--- src/rtl/serial_link_pkg.sv ---
// serial_link_pkg
// Shared definitions for the serial link: framing FSM state encoding,
// line-level constants and the parity helper. Both the TX arbiter and the
// RX decoder import this package so the two sides agree on the frame format.
//
// Frame on the line, one bit per clk:
//   START_BIT, parity (XOR of data), data LSB first, STOP_BIT,
//   then gap cycles at LINE_IDLE.
package serial_link_pkg;

  typedef enum logic [2:0] {
    ST_IDLE   = 3'd0,
    ST_START  = 3'd1,
    ST_PARITY = 3'd2,
    ST_DATA   = 3'd3,
    ST_STOP   = 3'd4,
    ST_GAP    = 3'd5
  } link_state_t;

  localparam logic LINE_IDLE = 1'b0;
  localparam logic START_BIT = 1'b1;
  localparam logic STOP_BIT  = 1'b1;

  // Widest word the parity helper accepts; callers zero-extend, which does
  // not change the XOR.
  localparam int PARITY_MAX_W = 32;

  function automatic logic calc_parity(input logic [PARITY_MAX_W-1:0] word);
    return ^word;
  endfunction

endpackage

--- src/rtl/rr_arbiter.sv ---
// rr_arbiter
// Picks one requester from a request vector.
//   Round-robin (default): search starts at i_last+1 and wraps modulo
//   NUM_REQ, so the previous winner has the lowest priority.
//   Fixed priority (`define SERIAL_TX_FIXED_PRIO_EN): lowest index wins and
//   i_last is ignored.
// Ports:
//   i_req   [NUM_REQ]  request vector
//   i_last  [IDX_W]    index of the previous winner
//   o_grant [NUM_REQ]  one-hot grant (all zero when no request)
//   o_idx   [IDX_W]    index of the winner (0 when no request)
//   o_any   1          at least one request present
module rr_arbiter #(
  parameter int NUM_REQ = 4,
  parameter int IDX_W   = $clog2(NUM_REQ)
) (
  input  logic [NUM_REQ-1:0] i_req,
  input  logic [IDX_W-1:0]   i_last,
  output logic [NUM_REQ-1:0] o_grant,
  output logic [IDX_W-1:0]   o_idx,
  output logic               o_any
);

  localparam logic [IDX_W-1:0] LAST_IDX = IDX_W'(NUM_REQ - 1);

  logic [IDX_W-1:0] w_start;
  logic [IDX_W-1:0] w_cand;

`ifdef SERIAL_TX_FIXED_PRIO_EN
  logic w_unused_last;
  assign w_unused_last = ^i_last;
  // Starting "after" the last index makes index 0 the first candidate.
  assign w_start = LAST_IDX;
`else
  assign w_start = i_last;
`endif

  // Walk the candidates in priority order; first requester found wins.
  // The wrap is explicit so NUM_REQ need not be a power of two.
  always_comb begin
    w_cand = w_start;
    o_any  = 1'b0;
    o_idx  = '0;
    for (int k = 0; k < NUM_REQ; k++) begin
      w_cand = (w_cand == LAST_IDX) ? '0 : w_cand + 1'b1;
      if (!o_any && i_req[w_cand]) begin
        o_any = 1'b1;
        o_idx = w_cand;
      end
    end
    o_grant = o_any ? (NUM_REQ'(1) << o_idx) : '0;
  end

endmodule

--- src/rtl/serial_tx_arbiter.sv ---
// serial_tx_arbiter
// Shares one serial line among NUM_REQ producers. In IDLE the arbiter picks a
// winner and strobes its req_ready in the same cycle; the word is latched at
// that edge and serialised as START, parity, data LSB first, STOP, then
// GAP_LEN idle cycles. One frame in flight at a time; back-to-back period is
// BIT_LEN+4+GAP_LEN cycles.
//
// Handshake: a producer holds req_valid/req_data until it sees req_ready.
// A word is transferred in a cycle where req_valid[i] and req_ready[i] are
// both high; req_ready is one-hot, only ever high in IDLE, and low while
// rstn is low. Dropping req_valid before grant withdraws the request.
//
// Ports:
//   clk, rstn      clock (rising edge), asynchronous active-low reset
//   req_valid      [NUM_REQ]          per-requester word available
//   req_data       [NUM_REQ*BIT_LEN]  requester i at [i*BIT_LEN +: BIT_LEN]
//   req_ready      [NUM_REQ]          one-hot accept strobe
//   channel_out    1                  registered serial line, idles 0
//   busy           1                  high whenever the FSM is not IDLE
//   grant_id       [$clog2(NUM_REQ)]  index of last accepted requester
//   tx_done        1                  pulse in the first GAP cycle
//
// Build option: SERIAL_TX_FIXED_PRIO_EN selects fixed priority (lowest index
// wins) and removes the round-robin pointer. Framing is unchanged.
// FSM state is held in r_state (link_state_t) for probing.
module serial_tx_arbiter
  import serial_link_pkg::*;
#(
  parameter int BIT_LEN = 7,
  parameter int NUM_REQ = 4,
  parameter int GAP_LEN = 1
) (
  input  logic                       clk,
  input  logic                       rstn,
  input  logic [NUM_REQ-1:0]         req_valid,
  input  logic [NUM_REQ*BIT_LEN-1:0] req_data,
  output logic [NUM_REQ-1:0]         req_ready,
  output logic                       channel_out,
  output logic                       busy,
  output logic [$clog2(NUM_REQ)-1:0] grant_id,
  output logic                       tx_done
);

  localparam int IDX_W  = $clog2(NUM_REQ);
  localparam int BCNT_W = $clog2(BIT_LEN + 1);
  localparam int GCNT_W = $clog2(GAP_LEN + 1);

  link_state_t         r_state;
  logic                r_line;
  logic                r_done;
  logic                r_parity;
  logic [BIT_LEN-1:0]  r_shift;
  logic [BCNT_W-1:0]   r_bit_cnt;
  logic [GCNT_W-1:0]   r_gap_cnt;
  logic [IDX_W-1:0]    r_grant_id;
  logic [IDX_W-1:0]    w_last;

  logic [NUM_REQ-1:0]  w_grant;
  logic [IDX_W-1:0]    w_win_idx;
  logic                w_any;
  logic [BIT_LEN-1:0]  w_win_data;
  logic                w_idle;

`ifdef SERIAL_TX_FIXED_PRIO_EN
  assign w_last = '0;
`else
  logic [IDX_W-1:0] r_rr_ptr;

  // Reset value NUM_REQ-1 makes index 0 the first candidate.
  always_ff @(posedge clk or negedge rstn) begin
    if (!rstn) begin
      r_rr_ptr <= IDX_W'(NUM_REQ - 1);
    end else if (w_idle && w_any) begin
      r_rr_ptr <= w_win_idx;
    end
  end

  assign w_last = r_rr_ptr;
`endif

  rr_arbiter #(
    .NUM_REQ (NUM_REQ),
    .IDX_W   (IDX_W)
  ) u_arb (
    .i_req   (req_valid),
    .i_last  (w_last),
    .o_grant (w_grant),
    .o_idx   (w_win_idx),
    .o_any   (w_any)
  );

  assign w_idle     = (r_state == ST_IDLE);
  assign w_win_data = req_data[w_win_idx*BIT_LEN +: BIT_LEN];

  // rstn gates the strobe so no producer sees an accept during reset.
  assign req_ready   = (rstn && w_idle) ? w_grant : '0;
  assign channel_out = r_line;
  assign busy        = !w_idle;
  assign grant_id    = r_grant_id;
  assign tx_done     = r_done;

  // r_line always carries the bit for the state being entered, so the
  // line value lines up with r_state in the same cycle.
  always_ff @(posedge clk or negedge rstn) begin
    if (!rstn) begin
      r_state    <= ST_IDLE;
      r_line     <= LINE_IDLE;
      r_done     <= 1'b0;
      r_parity   <= 1'b0;
      r_shift    <= '0;
      r_bit_cnt  <= '0;
      r_gap_cnt  <= '0;
      r_grant_id <= '0;
    end else begin
      r_done <= 1'b0;
      case (r_state)
        ST_IDLE: begin
          r_line <= LINE_IDLE;
          if (w_any) begin
            r_state    <= ST_START;
            r_line     <= START_BIT;
            r_shift    <= w_win_data;
            r_parity   <= calc_parity(PARITY_MAX_W'(w_win_data));
            r_grant_id <= w_win_idx;
          end
        end
        ST_START: begin
          r_state <= ST_PARITY;
          r_line  <= r_parity;
        end
        ST_PARITY: begin
          r_state   <= ST_DATA;
          r_line    <= r_shift[0];
          r_shift   <= r_shift >> 1;
          // Counts data bits still to send after the one now on the line.
          r_bit_cnt <= BCNT_W'(BIT_LEN - 1);
        end
        ST_DATA: begin
          if (r_bit_cnt == '0) begin
            r_state <= ST_STOP;
            r_line  <= STOP_BIT;
          end else begin
            r_line    <= r_shift[0];
            r_shift   <= r_shift >> 1;
            r_bit_cnt <= r_bit_cnt - 1'b1;
          end
        end
        ST_STOP: begin
          r_state   <= ST_GAP;
          r_line    <= LINE_IDLE;
          r_done    <= 1'b1;
          r_gap_cnt <= GCNT_W'(GAP_LEN - 1);
        end
        ST_GAP: begin
          r_line <= LINE_IDLE;
          if (r_gap_cnt == '0) begin
            r_state <= ST_IDLE;
          end else begin
            r_gap_cnt <= r_gap_cnt - 1'b1;
          end
        end
        default: begin
          r_state <= ST_IDLE;
          r_line  <= LINE_IDLE;
        end
      endcase
    end
  end

endmodule

--- config.mk ---
export PLATFORM = sky130hd
export DESIGN_NAME = serial_tx_arbiter
export DESIGN_NICKNAME = d
export VERILOG_FILES = /design/src/rtl/serial_link_pkg.sv /design/src/rtl/rr_arbiter.sv /design/src/rtl/serial_tx_arbiter.sv
export SDC_FILE = /design/constraint.sdc
export NUM_CORES = 1
export LEC_CHECK = 0
export ABC_AREA = 1
export CAP_MARGIN = 20
export CORE_UTILIZATION = 58
export DETAILED_ROUTE_END_ITERATION = 10
export DONT_BUFFER_PORTS = 1
export GPL_ROUTABILITY_DRIVEN = 0
export PLACE_DENSITY = 0.73
export REMOVE_ABC_BUFFERS = 1
export SLEW_MARGIN = 30
export SYNTH_ARGS = -nofsm -noshare
export SYNTH_HDL_FRONTEND = slang
export SYNTH_HIERARCHICAL = 1
export SYNTH_SLANG_ARGS = --single-unit
--- constraint.sdc ---
create_clock -name clk -period 2.7 [get_ports clk]
set_input_delay 0.54 -clock clk [delete_from_list [all_inputs] [get_ports clk]]
set_output_delay 0.54 -clock clk [all_outputs]
set_load 0.02 [all_outputs]
== Word level (Yosys, flattened, before mapping) ==
Cells that the tools add are included.
Widths: inputs -> output; s select.

* Register bits: 21
* Input bits: 34
* Word-level logic and storage cells: 91

* Add/subtract/negate cells: 6
* $mul: 1
* Magnitude comparators: 4
* Eq/ne operators: 13
* Shift operators: 2
* Mux-type cells: 37
* Reductions and logical operators: 19

{| class="wikitable"
|+ Operators by type and width
! operator !! count
|-
| $reduce_xor 32->1 || 1
|-
| $shiftx 28x6->7 || 1
|-
| $pmux 7 s3 || 1
|-
| $pmux 3 s6 || 1
|-
| $mux 2 || 8
|-
| $mux 7 || 2
|-
| $lt 2x3->1 const B || 4
|-
| $mux 1 || 12
|-
| $mux 3 || 4
|-
| $add 2x1->2 const B || 4
|-
| $bmux 1 s2 || 4
|-
| $eq 2x2->1 const B || 4
|-
| $mux 4 || 2
|-
| $ne 2x2->1 const B || 4
|-
| $eq 3x2->1 const B || 2
|-
| $eq 3x3->1 const B || 2
|-
| $logic_not 3->1 || 2
|-
| $pmux 3 s2 || 1
|-
| $reduce_and 3->1 || 2
|-
| $logic_and 1x1->1 || 5
|-
| $mul 2x3->5 const B || 1
|-
| $logic_not 1->1 || 4
|-
| $pmux 1 s4 || 1
|-
| $reduce_and 2->1 || 2
|-
| 7 further kinds || 8
|}

== Logic depth before layout (Yosys ltp) ==
* Depth after elaboration: 18
* Mapped depth: 25

== Modules after synthesis ==
The synthesis kept the hierarchy.

{| class="wikitable"
|+ By module, submodules not included
! module !! times used !! cells each !! area an instance (µm²) !! seq. area each (µm²)
|-
| serial_tx_arbiter || 1 || 235 || 1482.7 || 503.0
|-
| rr_arbiter || 1 || 83 || 420.4 || 0.0
|}

== Least setup slack after synthesis ==
Ideal clock, no wire load.

* Path kind: register -> register
* Start: register r_rr_ptr[0]
* End: register r_parity
* Library setup time: 0.117 ns
* Arrival time: 2.482 ns
* Data required time: 2.583 ns
* Slack: 0.100 ns
* Cell stages (with the launch flop): 24
* Path buffers: 2
* Cell sequence: dfstp_2 -> ha_1 -> inv_1 -> nand2_1 -> nand2_2 -> nand2_1 -> nand2_2 -> nand2_1 -> nand2_1 -> nand2_2 -> nand2_2 -> buf_4 -> inv_4 -> buf_4 -> nand2_1 -> nand2_1 -> nand2_1 -> nand2_1 -> nand2_1 -> nand3_1 -> nand2_1 -> nand3_1 -> nand3_1 -> nand2_1

* Longest elaborated chain between the ends: 17

{| class="wikitable"
|+ Ends and longest elaborated chain
! element !! line !! RTL
|-
| from (decl) || serial_tx_arbiter.sv:67 || <nowiki>logic [IDX_W-1:0] r_rr_ptr;</nowiki>
|-
| from (signal assigned) || serial_tx_arbiter.sv:72 || <nowiki>r_rr_ptr <= IDX_W'(NUM_REQ - 1);</nowiki>
|-
| from (signal assigned) || serial_tx_arbiter.sv:74 || <nowiki>r_rr_ptr <= w_win_idx;</nowiki>
|-
| $add 2x1->2 or $eq 2x2->1 (tied branches) || rr_arbiter.sv:45 || <nowiki>w_cand = (w_cand == LAST_IDX) ? '0 : w_cand + 1'b1;</nowiki>
|-
| $mux 2 (*) || rr_arbiter.sv:45 ||
|-
| branches (longest 11 deep; another with $add 2x1->2) || -- ||
|-
| $mux 2 (*) || rr_arbiter.sv:46 || <nowiki>if (!o_any && i_req[w_cand]) begin</nowiki>
|-
| via w_win_idx[0] || serial_tx_arbiter.sv:59 || <nowiki>logic [IDX_W-1:0] w_win_idx;</nowiki>
|-
| $mul 2x3->5 (*) || serial_tx_arbiter.sv:93 || <nowiki>assign w_win_data = req_data[w_win_idx*BIT_LEN +: BIT_LEN];</nowiki>
|-
| $shiftx 28x6->7 (*) || serial_tx_arbiter.sv:93 ||
|-
| $reduce_xor 32->1 (*) || serial_link_pkg.sv:29 || <nowiki>return ^word;</nowiki>
|-
| to (signal assigned) || serial_tx_arbiter.sv:123 || <nowiki>r_parity <= calc_parity(PARITY_MAX_W'(w_win_data));</nowiki>
|-
| to (decl) || serial_tx_arbiter.sv:51 || <nowiki>logic r_parity;</nowiki>
|}

Mark *: on every way through the listed nets, which the timed path passes. The select of a mux whose other input is x is not followed.
A chain may end at the register's enable or synchronous reset.

== Worst setup path after layout ==
* Start: register r_rr_ptr[0]
* End: output req_ready[0]

* Longest elaborated chain between the ends: 17

{| class="wikitable"
|+ Ends and longest elaborated chain
! element !! line !! RTL
|-
| $add 2x1->2 or $eq 2x2->1 (tied branches) || rr_arbiter.sv:45 ||
|-
| $mux 2 (*) || rr_arbiter.sv:45 ||
|-
| branches (longest 13 deep; another with $add 2x1->2) || -- ||
|-
| $mux 4 (*) || rr_arbiter.sv:51 || <nowiki>o_grant = o_any ? (NUM_REQ'(1) << o_idx) : '0;</nowiki>
|-
| via w_grant[0] || serial_tx_arbiter.sv:58 || <nowiki>logic [NUM_REQ-1:0] w_grant;</nowiki>
|-
| $mux 4 (*) || serial_tx_arbiter.sv:96 || <nowiki>assign req_ready = (rstn && w_idle) ? w_grant : '0;</nowiki>
|-
| to (decl) || serial_tx_arbiter.sv:37 || <nowiki>output logic [NUM_REQ-1:0] req_ready,</nowiki>
|}

Marks and branches as above.

==> metrics.md <==
| Metric | Value |
|---|---|
| Top cells by count, synth | 155 x nand2_1, 32 x nand3_1, 27 x inv_1, 20 x nor2_1, 18 x dfrtp_1 |
| Slew HR | 0.4585 |
| Routed wire length per instance | 12.04 um |
| Crit path kind | register to output port |
| Reg2Reg Depth | 24 |
| Share of cells above drive strength 1 | 0.2485 |
| Final setup margin | -0.09920 ns |
| Gr ovfl total | 0 |
| Vias per inst | 5.340 |
| Startpoint Class | register |
| GRT Max-Usage Layer | met2 |
| Vias | 1,997 |
| Synth Area in Compound Gates | 0.07495 |
| Setup TNS Final | -0.2162 ns |
| Count leader, synth | nand2_1 |
| Number of synthesized flops with an enable pin | 0 |
| CTS max path bufs | 2 |
| Reg2reg start | r_rr_ptr[0]$_DFFE_PN1P_ |
| Final min period | 2.799 ns |
| Unrepaired setup endpoints after global routing | true |
| Syn Area/Cell | 5.985 um^2 |
| Failing checks | setup timing |
| First-pass GRT wire length | 7031 um |
| CTS tree | done |
| Post-Synth XOR/XNOR Area | 0.004602 |
| Max Freq | 0.3572 GHz |
| CTS root buffer | clkbuf_4 |
| Yosys warning count | 6 |
| Outcome | finished with violations |
| R2r endpoint | r_parity$_DFFE_PN0P_ |
| Syn Std Cell Area | 1903 um^2 |
| GRT Overall Usage | 0.2575 |
| Sequential-to-total area share from yosys stat | 0.2643 |
| Clock Latency Late Sink | 0.29 ns |
| Fraction of registers with async set/reset | 1.000 |
| Post-Synth Simple-Gate Area | 0.5358 |
| Initial antenna violation count | 0 |
| Core Area | 3078 um^2 |
| Main combinational cell family by area after synthesis | simple AND/OR/NAND/NOR gates |
| Final clock skew | 0.004946 ns |
| Die ar. | 3514 um^2 |
| Hold WC Path Type | input pin to async pin |
| Hold Slack | 0.06978 ns |
| Largest net degree at the start of global routing | 19 |
| Design area | 2242 um^2 |
| Row count | 20 |
| Reg2reg setup slack | 0.05 ns |
| Syn-to-layout area delta | 17.82% |
| Total CTS buffers | 3 |
| Worst Setup End Kind | output port |
| Clock sink count | 20 |
| H-tree depth | 1 |
| Finish-stage setup viols | 4 |
| Final net count | 368 |
| 1st-iter DRT viols | 113 |
| Synth Flop Type | dfrtp_1 |
| Seq cells post-synth | 20 |
| Top post-synthesis cells by area | nand2_1 31%, dfrtp_1 24%, nand3_1 8.4%, inv_1 5.3%, nor2_1 3.9% |
| Max-cap viol count | 0 |
| Vias in the first global route | 1,768 |
| Post-route clock period utilization | 1.037 |
| Final antenna-violating net count | 0 |
| Reg clk slew, reported paths | 0.11 ns |
| IO Pins | 43 |
| Final wirelength | 4503 um |
| Final HPWL DP | 3199 um |
| Met3 GRT Util | 0.05022 |
| Largest area contributor in the netlist | nand2_1 |
| Worst endpoint required time | 2.16 ns |
| Met2 Use GR | 0.4655 |
| Synth Area in Adders | 0.01972 |
| Post-synthesis mux area share | 0 |
| Top cell type's share of synthesized area | 0.3057 |
| Critical Path AT | 2.26 ns |
| CP Max Fanout | 10 |
| Antenna Cells | 0 |
| Tightest Pin Transition | 0.8095 ns |
| Final hold viol count | 0 |
| Cell count after synthesis | 318 |
| Die W | 59.28 um |
| Grt met1 use | 0.3198 |
| Buffers on Ports | 0 |
| Count of pins over their slew limit | 0 |
| Post-synth cell types | 33 |
| DR pass1 iterations | 4 |
| Placed cell area | 1974 um^2 |
| Initial Util | 0.6183 |
| DRC violations left | 0 |
| Die height | 59.28 um |
==> cells by family after synthesis <==
group,Yosys count
and+or+nand+nor,234
DFF,20
buffers and inverters,41
AOI/OAI and AO/OA,19
xor gates and xnor gates,1
adders and majority gates,3
==> critical path: stages (launching register included) <==
cell and delay [ns]:
dfstp_2 0.58, ha_4 0.18, nor2_4 0.07, nand2_1 0.10, nand2_4 0.08, nand2_2 0.10, nand2_4 0.07, nand2_1 0.09
nand2_2 0.09, nand2_4 0.09, nand3_2 0.08, nor2_2 0.11, inv_1 0.05, nor2_2 0.13, buf_6 0.13
==> how the worst max path moves through the flow <==
stage | start | to | cells past startpoint
3_5_place_dp | r_rr_ptr[0]$_DFFE_PN1P_ | r_parity$_DFFE_PN0P_ | 23
6_report | r_rr_ptr[0]$_DFFE_PN1P_ | req_ready[0] | 14
2_1_floorplan | r_rr_ptr[0]$_DFFE_PN1P_ | req_ready[0] | 11
4_1_cts | r_rr_ptr[1]$_DFFE_PN1P_ | req_ready[1] | 12
3_3_place_gp | r_rr_ptr[1]$_DFFE_PN1P_ | r_parity$_DFFE_PN0P_ | 23
5_1_grt | r_rr_ptr[0]$_DFFE_PN1P_ | req_ready[0] | 14
==> repair_timing <==
| item | CTS | global route |
|---|---|---|
| cloned | 1 | 1 |
| hold buffers | 1 | 0 |
| setup buffers | 3 | 1 |
| endpoints found under the hold margin | 18 | 0 |
| setup endpoints to repair | 4 | 5 |
| pin swaps | 6 | 20 |
| gates resized for setup | 5 | 39 |
==> flip-flops by register name, summed over array words and instances (netlist names) <==
| register | count |
|---|---|
| channel_out | 1 |
| r_rr_ptr | 2 |
| r_bit_cnt | 3 |
| r_state | 3 |
| r_parity | 1 |
| tx_done | 1 |
| grant_id | 2 |
| r_shift | 7 |
==> layout make-up <==
| class | count | area, um^2 |
|---|---|---|
| Timing Repair Buffer | 14 | 152.6 |
| Inverter | 34 | 137.6 |
| Fill cell | 276 | 835.8 |
| Clock buffer | 4 | 36.28 |
| Sequential cell | 20 | 503.0 |
| Tap cell | 44 | 55.05 |
| Multi-Input combinational cell | 258 | 1358 |
==> stage by stage <==
stage | instances | utilization | worst slack, ns
floorplan | 311 | - | 0.07174
global placement | 363 | 0.6415 | 0.08903
detailed placement | 363 | 0.6415 | 0.03583
CTS | 372 | 0.6768 | -0.01344
global route | 374 | 0.7285 | -0.2014
finish | 374 | 0.7285 | -0.09920
==> placed cells by master, fill, tap and decap left out, drive strengths merged <==
| cell | instances |
|---|---|
| a22oi | 1 |
| nor3 | 1 |
| ha | 3 |
| a31oi | 6 |
| clkbuf | 5 |
| o32ai | 1 |
| nand4 | 5 |
| nand2 | 170 |
| xor2 | 1 |
| dfrtp | 18 |
| dlygate4sd3 | 1 |
| a21oi | 3 |
| o211ai | 2 |
| clkinv | 1 |
| inv | 33 |
| o21ai | 6 |
| buf | 12 |
| nor2 | 26 |
| dfstp | 2 |
| nand3 | 33 |
==> metal layers <==
layer  vias up  part of all wire
met1       920              0.44
met4         0             0.010
li1       1018                 -
met3         4             0.034
met2        55              0.51
met5         -                 0
Power is not shown: default switching activity piles up to over one toggle a cycle in this logic, so the estimate is an artifact.
==> edit 1, RTL diff (same flow settings) <==
Add a define of `SERIAL_TX_FIXED_PRIO_EN`.
--- a/src/rtl/rr_arbiter.sv
+++ b/src/rtl/rr_arbiter.sv
@@ -12,2 +12,4 @@
 //   o_any   1          at least one request present
+`define SERIAL_TX_FIXED_PRIO_EN
+
 module rr_arbiter #(
Function: no difference found for any inputs over 10 cycles, from zero or initial values and one cycle with rstn low; that may be too few to reach the edited logic, so the function may still have changed.
==> edit 1 against the unedited design <==
  * Hold slack improved by 0.43 ns
  * First-iteration DRC count fell by 76%
  * Die area decreased by 24%
  * Non-clock buffer count is 12 lower
  * Critical path type unchanged
  * Area after synthesis down 24%
  * Clock skew barely moved
  * Cell area is 35% lower
  * Sequential cell count is 2 lower
  * Wire length shrank 37%
  * Critical endpoint is now req_ready[3]
  * Setup slack better by 0.74 ns
  * Final cell count shrank 32%
==> edit 1: results (changes against the unedited design) <==
* CP peak stage delay at 0.42 ns (-0.16 ns)
* Critical path origin: r_state[1]
* P_leak at 0.828 nW
* DRT iter0 DRCs at 27 (-76%)
* Clk tree area frac at 2.48% (+0.86 points)
* Cells after synthesis at 228 (-28%)
* Inst Count DP at 249 (-31%)
* Sw power at 0.000582 W
* Multi-input gate area at 779 sq um (-43%)
* Inverters at 39 (+15%)
* Final-stage net count at 263 (-29%)
* Largest net degree at the start of global routing at 20 (+1)
* Share of layout cells above drive strength 1 at 7.96% (-17 points)
* Antenna violations before repair at 0 (unchanged)
* Multi-input comb cells at 163 (-37%)
* Vias in the first global route at 1242 (-30%)
* FF+latch area at 450 sq um (-10%)
* Post-CTS Setup Inserts at 0 (-3)
* Reg2Reg Launch Point: r_bit_cnt[0]
* Clock skew at 0.00505 ns (+0.000104 ns)
* Seq/total area at 30.7% (+8.3 points)
* Dpl hpwl at 2190 um (-31%)
* Plain + repair buffers at 2 (-12)
* Worst rel slew slack at 46.9% (+1.0 points)
* Routed WL at 2860 um (-37%)
* Drt pass-1 iters at 5 (+1)
* Slowest CP cell: dfrtp_1
* Tightest Hold Check Type: register to register
* Clock latency of the later-clocked register in the worst-skew pair at 0.29 ns (about the same)
* First-pass GRT wire length at 4900 um (-30%)
* DP Worst Slack at 0.529 ns (+0.493 ns)
* Top flop regs: r_shift: 7 flops, r_bit_cnt: 3 flops, r_state: 3 flops
* Routed WL per cell at 11.3 um (-6.5%)
* Signal buffers share of area at 1.20% (-5.6 points)
* Status: finished clean
* CTS sink cnt at 18 (-10%)
* Inserted Clock Buffers at 3 (unchanged)
* Data arrival, critical path at 1.52 ns (-0.74 ns)
* Total track usage at 24.3% (-1.4 points)
* CP max FO at 4 (-6)
* Via Count at 1351 (-32%)
* Resized cells post-CTS at 0 (-5)
* Synth Cell Area at 1440 sq um (-24%)
* Filler Cells Inserted at 201 (-27%)
-- edit 1: path summary, 6_finish.rpt --
kind	endpoint	slack, ns	cells past startpoint
worst max-delay path	req_ready[3]	0.64	3
worst min-delay path	r_bit_cnt[0]	0.50	1
worst max register to register	r_shift[0]	0.82	8
worst min register to register	r_bit_cnt[0]	0.50	1
max in group asynchronous	grant_id[1]	1.44	1
min in group asynchronous	r_shift[2]	0.76	1
-- edit 1: layer usage --
| layer | vias up | wire, um | track usage (%) |
|---|---|---|---|
| met5 | - | 0 | 0 |
| met4 | 0 | 9 | 4.95 |
| met3 | 2 | 202 | 5.85 |
| met2 | 42 | 1380 | 44.6 |
| met1 | 603 | 1270 | 28.6 |
| li1 | 704 | - | - |
-- edit 1: critical path, delay by kind of cell, from the launching register on --
| kind | cells | cell delay [ns] |
|---|---|---|
| AND/OR/NAND/NOR | 3 | 0.81 |
| flip-flops | 1 | 0.42 |
==> edit 2, RTL diff (same settings) <==
Without the edit above. Re-encode `link_state_t` (6 states) as one-hot, 6 bits wide.
--- a/src/rtl/serial_link_pkg.sv
+++ b/src/rtl/serial_link_pkg.sv
@@ -10,9 +10,9 @@
 
-  typedef enum logic [2:0] {
-    ST_IDLE   = 3'd0,
-    ST_START  = 3'd1,
-    ST_PARITY = 3'd2,
-    ST_DATA   = 3'd3,
-    ST_STOP   = 3'd4,
-    ST_GAP    = 3'd5
+  typedef enum logic [5:0] {
+    ST_IDLE   = 6'b000001,
+    ST_START  = 6'b000010,
+    ST_PARITY = 6'b000100,
+    ST_DATA   = 6'b001000,
+    ST_STOP   = 6'b010000,
+    ST_GAP    = 6'b100000
   } link_state_t;
Behaviour: same outputs for any inputs over 10 cycles, from zero or initial values and one cycle with rstn low; not proved beyond that.
==> edit 2 against the unedited design <==
  * The flow still finishes with violations (negative setup slack)
  * Area after synthesis grew 8.1%
  * Via count is 3.6% higher
  * First-iteration DRC count rose by 35%
  * Setup slack gained 0.0087 ns
  * Register-to-register slack better by 0.03 ns
  * Synthesized cell count rose by 4.4%
  * Clock skew increased by 0.0019 ns
  * Sequential cell count up 3
  * Cell area grew 5.5%
  * Wire length is 5.1% higher
Power is left out: the tool's default activity adds up to more than one toggle a clock period on the data nets, which glitch-free logic cannot reach.
==> edit 2: results (changes against the unedited design) <==
* Met1 wire length at 2110 um (+5.4%)
* Seq/Total Area, Yosys at 28.2% (+1.7 points)
* Final setup vio count at 4 (unchanged)
* Plain + repair buffers at 17 (+3)
* Reg2Reg Depth at 23 (-4.2%)
* Largest net degree at the start of global routing at 21 (+2)
* Top post-synthesis cells by area: nand2_1 30%, dfrtp_1 24%, nand3_1 6.8%
* Status: finished with violations
* First-pass GRT wire length at 7190 um (+2.2%)
* Total track usage at 24.7% (-1.0 points)
* Cell Rows at 21 (+5.0%)
* Synth Area in XOR/XNOR at 0% (-0.46 points)
* Clock latency of the later-clocked register in the worst-skew pair at 0.31 ns (+0.02 ns)
* DRT iter0 DRCs at 152 (+35%)
* GRT met2 Usage at 44.2% (-2.3 points)
* Clock-pin transition on the worst setup and hold timing paths at 0.13 ns (+0.02 ns)
* Final worst slack at -0.0905 ns (+0.00867 ns)
* Failing checks: negative setup slack
* Met2 WL at 2320 um (+0.83%)
* Worst Setup EP: req_ready[3]
* Routed WL per cell at 12.0 um (-0.23%)
* Share of layout cells above drive strength 1 at 29.3% (+4.5 points)
* Final core occ at 70.3% (-2.5 points)
* Routing usage on met3 at 5.46% (+0.44 points)
* CLK BUF at 3 (-1)
* Dpl hpwl at 3300 um (+3.3%)
[edit 2: cell types whose count changed in the layout (fill, tap and decap cells not counted), moves of 3 or more]
cell,unedited run,this run
a31oi_1,4,0
buf_4,8,14
nand2_1,133,144
nand2_2,26,39
nand2_4,10,6
nand3_1,30,24
nand4_1,4,7
nor2_1,17,11
nor2_2,7,10
o21ai_0,5,8
[edit 2: worst min-delay path by stage]
stage | start | to | slack, ns | depth (start not counted)
global route | rstn | r_rr_ptr[1] | 0.02 | 0
finish | rstn | r_rr_ptr[1] | 0.05 | 0
global placement | rstn | grant_id[1] | 0.24 | 0
CTS | rstn | r_rr_ptr[1] | 0.04 | 0
floorplan | rstn | channel_out | 0.24 | 0
detailed placement | rstn | grant_id[1] | 0.24 | 0
[edit 2: repair_timing]
item | 4_1_cts | 5_1_grt
setup endpoints to repair | 5 | 5
pin swaps | 8 | 11
buffers inserted | 5 | 3
hold buffers | 1 | 0
gates resized for setup | 14 | 26
cloned | 1 | 1
hold endpoints to repair | 20 | 0
